==> src/rtl/serial_magnitude_comparator.sv <==
// Multi-cycle magnitude comparator. WIDTH-bit operands are compared DIGIT bits
// per clock, most significant digit first, behind a start/busy/done handshake.
// Signed compare is done by flipping the sign bit at capture, so that the
// scan itself is always unsigned.
//
// Ports:
//   clk, rst_n       clock (rising edge), asynchronous active-low reset
//   start            request a comparison; only honoured in IDLE
//   a, b             operands, captured on the accepted start
//   signed_mode      1 = two's-complement compare, captured with the operands
//   busy             high whenever the FSM is not IDLE
//   done             one-cycle pulse; gr/eq/le are valid from this cycle
//   gr, eq, le       A > B, A == B, A < B (one-hot, held until the next done)
module serial_magnitude_comparator #(
    parameter int unsigned WIDTH      = 32,
    parameter int unsigned DIGIT      = 4,
    parameter int unsigned EARLY_EXIT = 1
) (
    input  logic             clk,
    input  logic             rst_n,
    input  logic             start,
    input  logic [WIDTH-1:0] a,
    input  logic [WIDTH-1:0] b,
    input  logic             signed_mode,
    output logic             busy,
    output logic             done,
    output logic             gr,
    output logic             eq,
    output logic             le
);

    localparam int unsigned NDIG  = WIDTH / DIGIT;
    localparam int unsigned CNT_W = (NDIG > 1) ? $clog2(NDIG) : 1;
    localparam logic [CNT_W-1:0] LAST_DIG = CNT_W'(NDIG - 1);

    if ((WIDTH % DIGIT) != 0) begin : g_bad_width
        $error("serial_magnitude_comparator: WIDTH must be a multiple of DIGIT");
    end

    typedef enum logic [1:0] {
        IDLE = 2'd0,
        SCAN = 2'd1,
        DONE = 2'd2
    } state_t;

    state_t             state_q,   state_d;
    logic [WIDTH-1:0]   a_sh_q,    a_sh_d;
    logic [WIDTH-1:0]   b_sh_q,    b_sh_d;
    logic [CNT_W-1:0]   cnt_q,     cnt_d;
    logic               decided_q, decided_d;
    logic               res_gr_q,  res_gr_d;
    logic               busy_q,    busy_d;
    logic               done_q,    done_d;
    logic               gr_q,      gr_d;
    logic               eq_q,      eq_d;
    logic               le_q,      le_d;

    // Current digit pair and the verdict it would give on its own
    logic [DIGIT-1:0]   dig_a, dig_b;
    logic               dig_ne, dig_gt;
    logic               fin_any, fin_gr;
    logic [WIDTH-1:0]   sign_mask;

    assign dig_a     = a_sh_q[WIDTH-1 -: DIGIT];
    assign dig_b     = b_sh_q[WIDTH-1 -: DIGIT];
    assign dig_ne    = (dig_a != dig_b);
    assign dig_gt    = (dig_a > dig_b);
    assign sign_mask = {signed_mode, (WIDTH-1)'(0)};

    // An earlier decided digit always wins over the current one
    assign fin_any   = decided_q | dig_ne;
    assign fin_gr    = decided_q ? res_gr_q : dig_gt;

    // Next-state and datapath
    always_comb begin
        state_d   = state_q;
        a_sh_d    = a_sh_q;
        b_sh_d    = b_sh_q;
        cnt_d     = cnt_q;
        decided_d = decided_q;
        res_gr_d  = res_gr_q;
        gr_d      = gr_q;
        eq_d      = eq_q;
        le_d      = le_q;

        case (state_q)
            IDLE: begin
                if (start) begin
                    state_d   = SCAN;
                    a_sh_d    = a ^ sign_mask;
                    b_sh_d    = b ^ sign_mask;
                    cnt_d     = '0;
                    decided_d = 1'b0;
                    res_gr_d  = 1'b0;
                end
            end
            SCAN: begin
                a_sh_d = a_sh_q << DIGIT;
                b_sh_d = b_sh_q << DIGIT;
                cnt_d  = cnt_q + CNT_W'(1);
                if (!decided_q && dig_ne) begin
                    decided_d = 1'b1;
                    res_gr_d  = dig_gt;
                end
                if (((EARLY_EXIT != 0) && dig_ne) || (cnt_q == LAST_DIG)) begin
                    state_d = DONE;
                    gr_d    = fin_any & fin_gr;
                    le_d    = fin_any & ~fin_gr;
                    eq_d    = ~fin_any;
                end
            end
            DONE: begin
                state_d = IDLE;
            end
            default: begin
                state_d = IDLE;
            end
        endcase

        busy_d = (state_d != IDLE);
        done_d = (state_d == DONE);
    end

    // State and output registers
    always_ff @(posedge clk or negedge rst_n) begin
        if (!rst_n) begin
            state_q   <= IDLE;
            a_sh_q    <= '0;
            b_sh_q    <= '0;
            cnt_q     <= '0;
            decided_q <= 1'b0;
            res_gr_q  <= 1'b0;
            busy_q    <= 1'b0;
            done_q    <= 1'b0;
            gr_q      <= 1'b0;
            eq_q      <= 1'b1;
            le_q      <= 1'b0;
        end else begin
            state_q   <= state_d;
            a_sh_q    <= a_sh_d;
            b_sh_q    <= b_sh_d;
            cnt_q     <= cnt_d;
            decided_q <= decided_d;
            res_gr_q  <= res_gr_d;
            busy_q    <= busy_d;
            done_q    <= done_d;
            gr_q      <= gr_d;
            eq_q      <= eq_d;
            le_q      <= le_d;
        end
    end

    assign busy = busy_q;
    assign done = done_q;
    assign gr   = gr_q;
    assign eq   = eq_q;
    assign le   = le_q;

endmodule

==> config.mk <==
export PLATFORM = sky130hd
export DESIGN_NAME = serial_magnitude_comparator
export DESIGN_NICKNAME = d
export VERILOG_FILES = /design/src/rtl/serial_magnitude_comparator.sv
export SDC_FILE = /design/constraint.sdc
export NUM_CORES = 1
export LEC_CHECK = 0
export CORE_ASPECT_RATIO = 2
export CORE_MARGIN = 5
export CORE_UTILIZATION = 25
export CTS_CLUSTER_SIZE = 30
export DETAILED_ROUTE_END_ITERATION = 8
export GPL_ROUTABILITY_DRIVEN = 1
export RECOVER_POWER = 25
export SYNTH_ARGS = -nofsm -noshare
export SYNTH_HDL_FRONTEND = slang
export SYNTH_SLANG_ARGS = --single-unit
export TNS_END_PERCENT = 10
==> constraint.sdc <==
create_clock -name clk -period 3.44 [get_ports clk]
set_input_delay 0.86 -clock clk [delete_from_list [all_inputs] [get_ports clk]]
set_output_delay 0.86 -clock clk [all_outputs]
set_load 0.01 [all_outputs]
==> summary.md, run 1 <==
| Metric | Value |
|---|---|
| PortBufs | just over 70 |
| Synth Instances | 397 |
| # hold bufs at CTS | 0 |
| Flop pwr share | 38.5% |
| Num ports | 73 |
| RSZ-0062 raised after global routing | false |
| Syn_nets | 471 |
| WHS Endpoint | b_sh_q[29]$_DFFE_PN0P_ |
| Root Driver | clkbuf_16 |
| Clk buf depth | 2 |
| Commonest cells in the synthesized netlist | nand2_1 (127), dfrtp_1 (75), nor2_1 (59), a31oi_1 (52), buf_2 (14) |
| R2R Setup Slk | roughly 1700 ps |
| Violated checks | max-capacitance violations, max-slew violations |
| Antenna violations before repair | 0 |
| Row count | about 60 |
| Slowest cell on the critical path | clkdlybuf4s50_1 |
| Gate power share | a little over a third |
| HPWL after DPL | 5950 µm |
| Total number of vias | 2931 |
| Syn Std Cell Area | between 3000 and 4000 µm² |
| CP Max Fanout | between 60 and 70 |
| Largest net degree at the start of global routing | 115 |
| Max Slew Vio Count | just under 80 |
| Yosys top cell by area | dfrtp_1 |
| Area of the multi-input gates | 1390 µm² |
| Critical Path AT | 2430 ps |
| Layout cells sized above 1 | between 5 and 6% |
| Core Footprint | 13800 µm² |
| Crit path launch type | input pin |
| Antenna Cells | 0 |
| Max_cap viols | 1 |
| Setup TNS | 0 ps |
| Vias per cell | 4.52 |
| Die area | 16500 µm² |
| Cell Chain, Critical Path | clkdlybuf4s50_1 -> or3b_2 -> buf_4 -> nand2_1 -> a31oi_1 |
| Worst hold start | b_sh_q[25]$_DFFE_PN0P_ |
| Slew HR | -25.9% |
| Most used DFF post-synth | dfrtp_1 |
| # resized after CTS | 0 |
| Final worst clock skew | just under 5 ps |
| GRT Residual Overflow | 0 |
| Power Density | roughly 890 nW/µm² |
| Routed length per placed instance | around 14 µm |
| Final setup vio count | 0 |
| P_leak | between 2 and 2.5 nW |
| CP bufs+invs | 2 |
| FILL cells | 1461 |
| Die W | between 90 and 100 µm |
| Clock Sinks | between 70 and 80 |
| CP Capture Type | flop |
| GR Util All Layers | 11.2% |
| Final Instance Count excl. Fillers | around 650 |
| Max IR drop VDD | approximately 0.00037 V |
| Reg2reg start | state_q[1]$_DFF_PN0_ |
| Die Y | roughly 180 µm |
| Post-layout power | between 4 and 5 mW |
| Pre-CTS setup slack | 852 ps |
| Unique masters post-synth | 33 |
| # DRC | 0 |
| Period minus WS final | 2290 ps |
| Post-synth EDFFs | 0 |
| Outcome | finished, violations left |
| Avg Cell Area, Syn | between 8 and 9 µm² |
| RR Endpoint | b_sh_q[12]$_DFFE_PN0P_ |
| Ranking of synthesized cells by area | dfrtp_1 (54%), nand2_1 (14%), a31oi_1 (9.3%) |
| Internal power | roughly 2.7 mW |
| Setup slack after layout | roughly 1100 ps |
| WHS Path Cells | 2 |
| TritonCTS buffer count | 9 |
| Critical path depth | 5 |
| Top cell family by delay on the critical path | buffers and inverters |
| Worst Reg2Reg Path Length in Cells | 3 |
| Total Routed Length | 8840 µm |
| Worst min-delay path category | reg -> reg |
| Critical path class | in -> reg |
| Starting DRC count in detailed routing | between 100 and 150 |
| Post-Place Cells | around 630 |
| Starting density of the core | 25.2% |
| Routed Antenna Nets | 0 |
| Clock Pin Slew Worst Setup and Hold Paths | 60 ps |
| Buffers inserted by post-CTS timing repair | 0 |
| Ys async rst share | between 90% and 100% |
| Area growth syn-to-layout | 33.5% |
| Clock Power Share | a little over a quarter |
| CTS H-tree lvls | 3 |
| Yosys reg bits | between 70 and 80 |
| Drt pass-1 iters | 5 |
| Slew @ Worst Pin | 1890 ps |
| CTS tree | yes |
| Max incr delay on CP | 480 ps |
| NetSw | 1.45 mW |
| Sequential area share after synthesis | between 50% and 60% |
| Sw frac | 34.9% |
| Final hold violation count | 0 |
| Crit share post-route | about two thirds |
| Clock Latency Late Sink | between 300 and 400 ps |
| Final Wtd Congestion | 0.750 |
| Top cell type's share of synthesized area | roughly 54% |
| Most common cell in the netlist | nand2_1 |
| Critical Path RT | 3580 ps |
| Seq. cell area | around 1900 µm² |
| CP Launch Point | start |
| First-pass GRT wire length | around 14000 µm |
| Number of global-route vias before repair | slightly below 3000 |
| Highest clock rate | about 0.44 GHz |
| Synth warnings | 0 |
| Final-stage net count | between 500 and 600 |
## power by group through the flow
stage               logic [mW]  registers (mW)  clock network, mW
floorplan                 1.14            1.55                  0
global placement          1.43            1.60                  0
detailed placement        1.48            1.62                  0
CTS                       1.49            1.61               1.12
global route              1.68            1.65               1.16
finish                    1.46            1.60               1.09
## placed cells by master, fill, tap and decap left out, types with 2 or more instances in the layout
cell / count
o21a_1: 2
bufinv_16: 3
dfrtp_1: 75
a31oi_1: 52
ha_1: 6
nand3_1: 12
nand2_1: 127
clkdlybuf4s50_1: 71
o21ai_0: 8
a21oi_1: 3
inv_1: 6
nor2_1: 59
clkbuf_16: 9
## cell families after synthesis
logic type / after synthesis / share of synthesized area [%]
xor gates and xnor gates: 2 / 0.504
AOI/OAI and AO/OA: 72 / 13.0
muxes: 1 / 0.324
buffers and inverters: 34 / 5.79
DFF: 76 / 54.7
adders and majority gates: 6 / 2.16
and+or+nand+nor: 206 / 23.6
## tightest hold or removal path: stages (launching register included)
cell and delay (ps):
dfrtp_1 350, nand2_1 50, o21ai_0 60
## routing by layer
layer  track usage [%]  routed length, µm
met4              5.20                191
met2              20.1               4770
met5                 0                  0
met1              12.5               3430
met3              2.21                443
## registers in the layout, summed over array words and instances (netlist names)
signal     cells
cnt_q          3
done           1
res_gr_q       1
b_sh_q        32
busy           1
decided_q      1
gr             1
state_q        2
le             1
a_sh_q        32
eq             1
## how the worst max path moves through the flow
stage / slack, ps / to
after detailed placement: 850 / a_sh_q[20]$_DFFE_PN0P_
after CTS: 1160 / eq
after floorplan: 1680 / a_sh_q[26]$_DFFE_PN0P_
after global placement: 860 / b_sh_q[5]$_DFFE_PN0P_
final: 1150 / b_sh_q[12]$_DFFE_PN0P_
after global routing: 830 / a_sh_q[15]$_DFFE_PN0P_
## layout make-up
cell class | instances | area share (%)
well taps | 189 | 5.09
clock buffers | 10 | 5.15
clock inverters | 6 | 2.40
multi-input cells | 287 | 29.9
flip-flops and latches | 76 | 41.0
inverters | 6 | 0.485
repair buffers | 74 | 16.0
## per-stage QoR
step                      cell area, µm²  hold WS, ps  utilization (%)
after floorplan                     3480          450                -
after detailed placement            4300          482             31.1
after global placement              4300          483             31.1
final                               4640          490             33.6
after global routing                4640          508             33.6
after CTS                           4650          495             33.6
Power figures use the tool's default switching activity.
==> run 2: changes to the inputs <==
==> constraint.sdc (replaced) <==
create_clock -name clk -period 2.36 [get_ports clk]
set_input_delay 0.59 -clock clk [delete_from_list [all_inputs] [get_ports clk]]
set_output_delay 0.59 -clock clk [all_outputs]
set_load 0.01 [all_outputs]
==> run 2 against run 1 <==
  * Sequential power is 46% higher
  * Hold slack got worse by 100 ps
  * Highest routed layer unchanged
  * The run now ends clean
  * Clock power grew 44%
==> summary.md, run 2 (synthesized netlist as in run 1, its figures left out) <==
| Metric | Value |
|---|---|
| Outcome | finished clean |
| Final setup vio count | 0 (unchanged) |
| Die area | 16500 µm² (unchanged) |
| Critical path class | reg -> out |
| CP bufs+invs | 1 (-1) |
| Slew HR | 36.6% (+62 points) |
| Crit share post-route | between 80% and 90% |
| P_leak | 2.08 nW (+1.6%) |
| Final hold violation count | 0 (unchanged) |
| Buffers inserted by post-CTS timing repair | 0 (unchanged) |
| Period minus WS final | between 1500 and 2000 ps |
| Vias per cell | 4.46 (-1.3%) |
| Total number of vias | 2910 (-0.72%) |
| Number of global-route vias before repair | 2987 (+1.9%) |
| Max_cap viols | 0 (-1) |
| CP Max Fanout | 2 (-97%) |
| CTS H-tree lvls | 3 (unchanged) |
| Core Footprint | 13800 µm² (unchanged) |
| Worst min-delay path category | in -> async |
| GRT Residual Overflow | 0 (unchanged) |
| Finished Cell Area | 4710 µm² (+1.5%) |
| Total Routed Length | 8850 µm (about the same) |
| Power Density | 1300 nW/µm² (+45%) |
| Max Slew Vio Count | 0 (-100%) |
| HPWL after DPL | 6420 µm (+7.9%) |
| Routed length per placed instance | 13.6 µm (-0.52%) |
| # DRC | 0 (unchanged) |
| Antenna violations before repair | 0 (unchanged) |
| Die W | 93.4 µm (unchanged) |
| # resized after CTS | 0 (unchanged) |
| Slew @ Worst Pin | 951 ps (-937 ps) |
| CP Capture Type | output pin |
| Root Driver | clkbuf_16 |
| Post-layout power | 6.12 mW (+47%) |
| Die Y | 177 µm (unchanged) |
| Setup TNS | 0 ps (unchanged) |
| Clock Sinks | 76 (unchanged) |
| Drt pass-1 iters | 4 (-1) |
| Final worst clock skew | 3.94 ps (-0.932 ps) |
| Slowest cell on the critical path | dfstp_2 |
| Max IR drop VDD | 0.000499 V (+36%) |
| Max incr delay on CP | 530 ps (+50 ps) |
| TritonCTS buffer count | 9 (unchanged) |
| Area post-placement | 4380 µm² (+1.9%) |
| Routed Antenna Nets | 0 (unchanged) |
| Final-stage net count | 532 (+0.76%) |
| GR Util All Layers | 11.5% (+0.23 points) |
| Clock Latency Late Sink | 330 ps (about the same) |
| CTS tree | yes |
| PortBufs | 72 (unchanged) |
| First-pass GRT wire length | 14700 µm (+1.4%) |
| Crit path launch type | flop |
| Worst hold margin | 388 ps (-102 ps) |
| Top cell family by delay on the critical path | flip-flops |
| Largest net degree at the start of global routing | 65 (-43%) |
| Most frequent cells in the layout | nand2_1 (127), dfrtp_1 (75), clkdlybuf4s50_1 (71) |
| Critical Path AT | 1400 ps (-1030 ps) |
| Num ports | 73 (unchanged) |
| Leading cell type in the layout, fill and taps excluded | nand2_1 |
| Final Wtd Congestion | 0.768 (+2.4%) |
| Layout cells sized above 1 | 5.83% (+0.60 points) |
| Area growth syn-to-layout | 35.5% |
| Clock Pin Slew Worst Setup and Hold Paths | 60 ps (about the same) |
| Starting density of the core | 25.2% (unchanged) |
| Cell Chain, Critical Path | clkdlybuf4s50_1 |
| Row count | 61 (unchanged) |
| Layout Utilization | 34.1% (+0.51 points) |
| Starting DRC count in detailed routing | 88 (-39%) |
| FILL cells | 1462 (+0.068%) |
| Antenna Cells | 0 (unchanged) |
| Biggest regs | a_sh_q: 32 flops, b_sh_q: 32 flops, cnt_q: 3 flops |
| # hold bufs at CTS | 0 (unchanged) |
| Critical Path RT | 1770 ps (-1810 ps) |
| RSZ-0062 raised after global routing | false |
| Highest clock rate | around 0.5 GHz |
| Clk buf depth | 2 (unchanged) |
-- run 2: metrics by stage --
step	setup WS, ps	std cells
after CTS	338	652
after detailed placement	212	636
after global placement	256	636
after global routing	331	652
after floorplan	870	397
final	372	652
-- run 2: report_power, final --
group	switching, mW	internal, mW
logic	1.25	0.968
clock network	0.537	1.03
registers	0.362	1.97
total	2.15	3.98
-- run 2: final timing paths --
check / slack (ps) / from / cells past startpoint / endpoint
max: 370 / eq$_DFFE_PN1P_ / 1 / eq
min: 390 / rst_n / 1 / b_sh_q[24]$_DFFE_PN0P_
max reg2reg: 690 / state_q[1]$_DFF_PN0_ / 3 / eq$_DFFE_PN1P_
min reg2reg: 490 / b_sh_q[25]$_DFFE_PN0P_ / 2 / b_sh_q[29]$_DFFE_PN0P_
max in group asynchronous: 1160 / rst_n / 2 / eq$_DFFE_PN1P_
min in group clk: 490 / b_sh_q[25]$_DFFE_PN0P_ / 2 / b_sh_q[29]$_DFFE_PN0P_
-- run 2: metal layers --
layer  global-route usage [%]  wire (µm)  vias to the layer above  part of all wire (%)
met4                     5.57        238                        0                   2.7
met3                     2.30        373                       19                   4.2
met5                        0          0                        -                     0
met2                     20.0       4630                       61                    52
li1                         -          -                     1452                     -
met1                     13.1       3600                     1378                    41
-- run 2: cell type report --
cell class / instances / area [µm²] / share of cell area (%)
flip-flops and latches: 76 / 1900 / 40.4
multi-input cells: 287 / 1390 / 29.5
repair buffers: 78 / 823 / 17.5
well taps: 189 / 236 / 5.02
clock buffers: 10 / 229 / 4.86
clock inverters: 6 / 111 / 2.36
inverters: 6 / 22.5 / 0.478
==> RTL change 1: new RTL, config.mk and constraints of run 1 <==
Re-encode `state_t` (3 states) as one-hot, 3 bits wide.
--- a/src/rtl/serial_magnitude_comparator.sv
+++ b/src/rtl/serial_magnitude_comparator.sv
@@ -37,10 +37,10 @@
         $error("serial_magnitude_comparator: WIDTH must be a multiple of DIGIT");
     end
 
-    typedef enum logic [1:0] {
-        IDLE = 2'd0,
-        SCAN = 2'd1,
-        DONE = 2'd2
+    typedef enum logic [2:0] {
+        IDLE = 3'b001,
+        SCAN = 3'b010,
+        DONE = 3'b100
     } state_t;
 
     state_t             state_q,   state_d;
Formal check against the unedited RTL: no difference found for any inputs over 10 cycles, from zero or initial values and one cycle with rst_n low; not proved beyond that.
==> RTL change 1 against run 1 <==
  * The flow still finishes with violations (max-capacitance violations, max-slew violations)
  * Largest cell class unchanged
  * Setup slack worse by 0.027 ns
  * Sequential cell count up 1
  * Hold slack worse by 0.0080 ns
  * Clock skew up 0.0014 ns
  * Area after synthesis about the same
  * Sequential share of layout area up 0.34 points
  * Power down 4.5%
  * Global-route usage up 0.44 points
  * Largest power group unchanged
  * Critical path depth up 1
  * Routed wire length up 5.3%
  * Final area up 0.54%
  * Die area about the same
==> RTL change 1: results <==
{
  "first_global_vias": 2974,
  "antennaDiodeCount": 0,
  "async_reset_ff_share_pct": 100.0,
  "cts_root_buf": "clkbuf_16",
  "hold_slack_ns": 0.4819,
  "wl_per_cell_um": 14.28,
  "maxCapViolCount": 1,
  "ctsResizeCount": 0,
  "grt_max_degree": 78,
  "status": "finished, violations left",
  "clockBufferDepth": 2,
  "syn_nets": 472,
  "hpwl_mm": 6.501,
  "critPathMaxFanout": 47,
  "synth_common_cells": "nand2_1 (126), dfrtp_1 (75), nor2_1 (59), a31oi_1 (52), a21oi_1 (14)",
  "final_nets": 532,
  "pre_cts_slack_ns": 0.7706,
  "start_util_pct": 25.21,
  "p_leak_nw": 2.045,
  "synthCells": 398,
  "drv_slew": 78,
  "drtIter0Drc": 202,
  "synth-seq-area-share_pct": 55.41,
  "cp.arrival_ns": 2.52,
  "first_pass_iters": 4,
  "violations": "max-capacitance violations, max-slew violations",
  "clock_skew_ns": 0.006271,
  "placed_area_mm2": 0.004368,
  "cts_made_buffers": 9,
  "layout-drive-gt1-share_pct": 6.048,
  "gp_congestion": 0.7930,
  "vias": 2944,
  "instances_no_fill": 652,
  "fillers": 1438,
  "clock_latency_ns": 0.33,
  "reg.largest.list": "a_sh_q x32, b_sh_q x32",
  "grt_pass1_wl_mm": 14.82,
  "dpl.cell_count": 636,
  "grt_usage_pct": 11.66,
  "fin_crit_sh_pct": 67.47,
  "synthTopCellsByArea": "dfrtp_1 (54%), nand2_1 (14%), a31oi_1 (9.3%)",
  "hp-class": "flop to flop",
  "slew_headroom_pct": -29.26,
  "cts.clk_slew.worst_paths_ns": 0.06,
  "reg2reg_slack_ns": 1.47,
  "vdd_drop_max_mv": 0.3024
}
==> RTL change 1: kinds of logic after synthesis <==
group | synth area share (%)
mux | 0.3234
fa+ha+maj | 2.156
buf+inv | 4.779
compound gates | 14.55
simple gates | 22.28
xor+xnor | 0.5031
flops | 55.41
==> RTL change 1: worst max-delay path, stage by stage <==
cell	delay (ns)
clkdlybuf4s50_1	0.53
and4bb_2	0.57
buf_12	0.28
nor2_1	0.06
a21oi_1	0.11
o21ai_0	0.09
==> RTL change 1: area by class of cell <==
type	count	area, um2	area share [%]
sequential	77	1929	41.32
multi-input combinational	287	1411	30.22
timing repair buffer	77	765.7	16.40
clock buffer	12	256.5	5.493
tap	189	236.5	5.064
clock inverter	4	47.55	1.018
inverter	6	22.52	0.4823
==> RTL change 1: path summary, 6_finish.rpt <==
kind / from / to / cells after the start
setup / recovery: start / b_sh_q[29]$_DFFE_PN0P_ / 6
hold / removal: a_sh_q[27]$_DFFE_PN0P_ / a_sh_q[31]$_DFFE_PN0P_ / 2
setup reg to reg: state_q[0]$_DFF_PN1_ / a_sh_q[14]$_DFFE_PN0P_ / 4
hold reg to reg: a_sh_q[27]$_DFFE_PN0P_ / a_sh_q[31]$_DFFE_PN0P_ / 2
max in group asynchronous: rst_n / b_sh_q[0]$_DFFE_PN0P_ / 1
min in group asynchronous: rst_n / done$_DFF_PN0_ / 1
==> RTL change 1: layer usage <==
layer	part of all wire (%)	global-route usage (%)	routed length, um	vias up
li1	-	-	-	1447
met1	42	13.78	3917	1402
met2	51	19.36	4727	82
met3	4.1	2.468	385	13
met4	3.0	6.544	277	0
met5	0	0	0	-
==> RTL change 1: power by group <==
part	switching (mW)	total, mW	leakage, nW	internal, mW
Clock	0.362	0.961	0.149	0.599
Sequential	0.247	1.61	0.939	1.36
Combinational	0.783	1.40	0.958	0.617
==> RTL change 2: new RTL, settings of run 1 <==
Made on the original files. The parameter `DIGIT` goes from 4 to 2.
--- a/src/rtl/serial_magnitude_comparator.sv
+++ b/src/rtl/serial_magnitude_comparator.sv
@@ -13,7 +13,7 @@
 //   gr, eq, le       A > B, A == B, A < B (one-hot, held until the next done)
 module serial_magnitude_comparator #(
     parameter int unsigned WIDTH      = 32,
-    parameter int unsigned DIGIT      = 4,
+    parameter int unsigned DIGIT      = 2,
     parameter int unsigned EARLY_EXIT = 1
 ) (
     input  logic             clk,
Check against the original RTL: not equivalent (Yosys sat finds a counterexample within 4 cycles, from zero or initial values and one cycle with rst_n low).
==> RTL change 2 against run 1 <==
  * Maximum frequency is 1.1% higher
  * Sequential cell count is 1 higher
  * Routed wire length is 21% higher
  * Area after synthesis is 12% higher
  * Power is 2.5% higher
  * Critical path type is now flop to output pin
  * Setup slack better by 0.026 ns
  * The flow still finishes with violations (max-capacitance violations, max-slew violations)
  * Non-clock buffer count is 7 higher
  * Final area is 8.4% higher
  * Combinational power is 8% higher
  * Largest power group unchanged
==> RTL change 2: results <==
{
  "synth-seq-area-share_pct": 49.34,
  "reg.largest.list": "a_sh_q x32, b_sh_q x32, cnt_q x4",
  "placed_area_mm2": 0.004737,
  "first_pass_iters": 4,
  "grt_usage_pct": 11.76,
  "synth_compound_area_share_pct": 30.64,
  "synthAdderAreaFrac_pct": 0.9606,
  "vias_per_cell": 4.887,
  "drtIter0Drc": 207,
  "cp.arrival_ns": 1.41,
  "violations": "max-capacitance violations, max-slew violations",
  "gp_congestion": 0.7757,
  "final_nets": 531,
  "pg_clk_uw": 948,
  "hp-start": "cnt_q[3]$_DFFE_PN0P_",
  "first_global_vias": 3232,
  "sw_frac_of_total_pct": 37.54,
  "synthXorXnorAreaFrac_pct": 0.4483,
  "crit_start": "eq$_DFFE_PN1P_",
  "synth.distinct_cells": 29,
  "synthCells": 403,
  "synthTopCellsByArea": "dfrtp_1 (49%), a22oi_1 (12%), nor2b_1 (9.6%)",
  "crit_slowest_cell": "dfstp_2",
  "endpoint": "eq",
  "syn_nets": 474,
  "maxCapViolCount": 1,
  "synth_common_cells": "dfrtp_1 (76), o21ai_1 (64), a21oi_1 (63), a22oi_1 (60), nor2b_1 (60)",
  "reg2reg_depth": 5,
  "holdPathEnd": "cnt_q[3]$_DFFE_PN0P_",
  "drv_slew": 67,
  "clock_skew_ns": 0.01018,
  "slowest_delay_ns": 0.54,
  "grt_pass1_wl_mm": 17.15,
  "vdd_drop_max_mv": 0.3171,
  "grt_max_degree": 67,
  "p_leak_nw": 1.960,
  "min_path_cells": 1,
  "reg2reg_slack_ns": 1.50,
  "status": "finished, violations left",
  "crit_family": "flip-flops",
  "p_seq_share_pct": 40.6,
  "tightest_slew_ns": 1.699,
  "r2r_end": "cnt_q[2]$_DFFE_PN0P_",
  "hpwl_mm": 7.389
}
## RTL change 2: cell type report
class | count | area share (%)
clock buffer | 10 | 4.745
clock inverter | 6 | 1.242
inverter | 4 | 0.2981
multi-input combinational | 287 | 35.01
sequential | 77 | 38.34
tap | 198 | 4.919
timing repair buffer | 81 | 15.45
## RTL change 2: metrics by stage
| stage | hold slack, ns | util [%] | power, mW | setup WS, ns |
|---|---|---|---|---|
| finish | 0.4784 | 32.76 | 4.261 | 1.172 |
| global route | 0.4852 | 32.76 | 4.600 | 0.9456 |
| CTS | 0.4763 | 32.77 | 4.324 | 1.142 |
| detailed placement | 0.4691 | 30.81 | 3.355 | 1.303 |
| global placement | 0.4640 | 30.81 | 3.290 | 1.347 |
| floorplan | 0.4457 | - | 2.900 | 1.698 |
## RTL change 2: layer usage
layer / vias to the layer above / track usage, % / wire (um)
met4: 0 / 5.155 / 248
met2: 97 / 20.01 / 5651
met5: - / 0 / 0
met3: 14 / 2.578 / 502
met1: 1552 / 14.06 / 4330
li1: 1577 / - / -
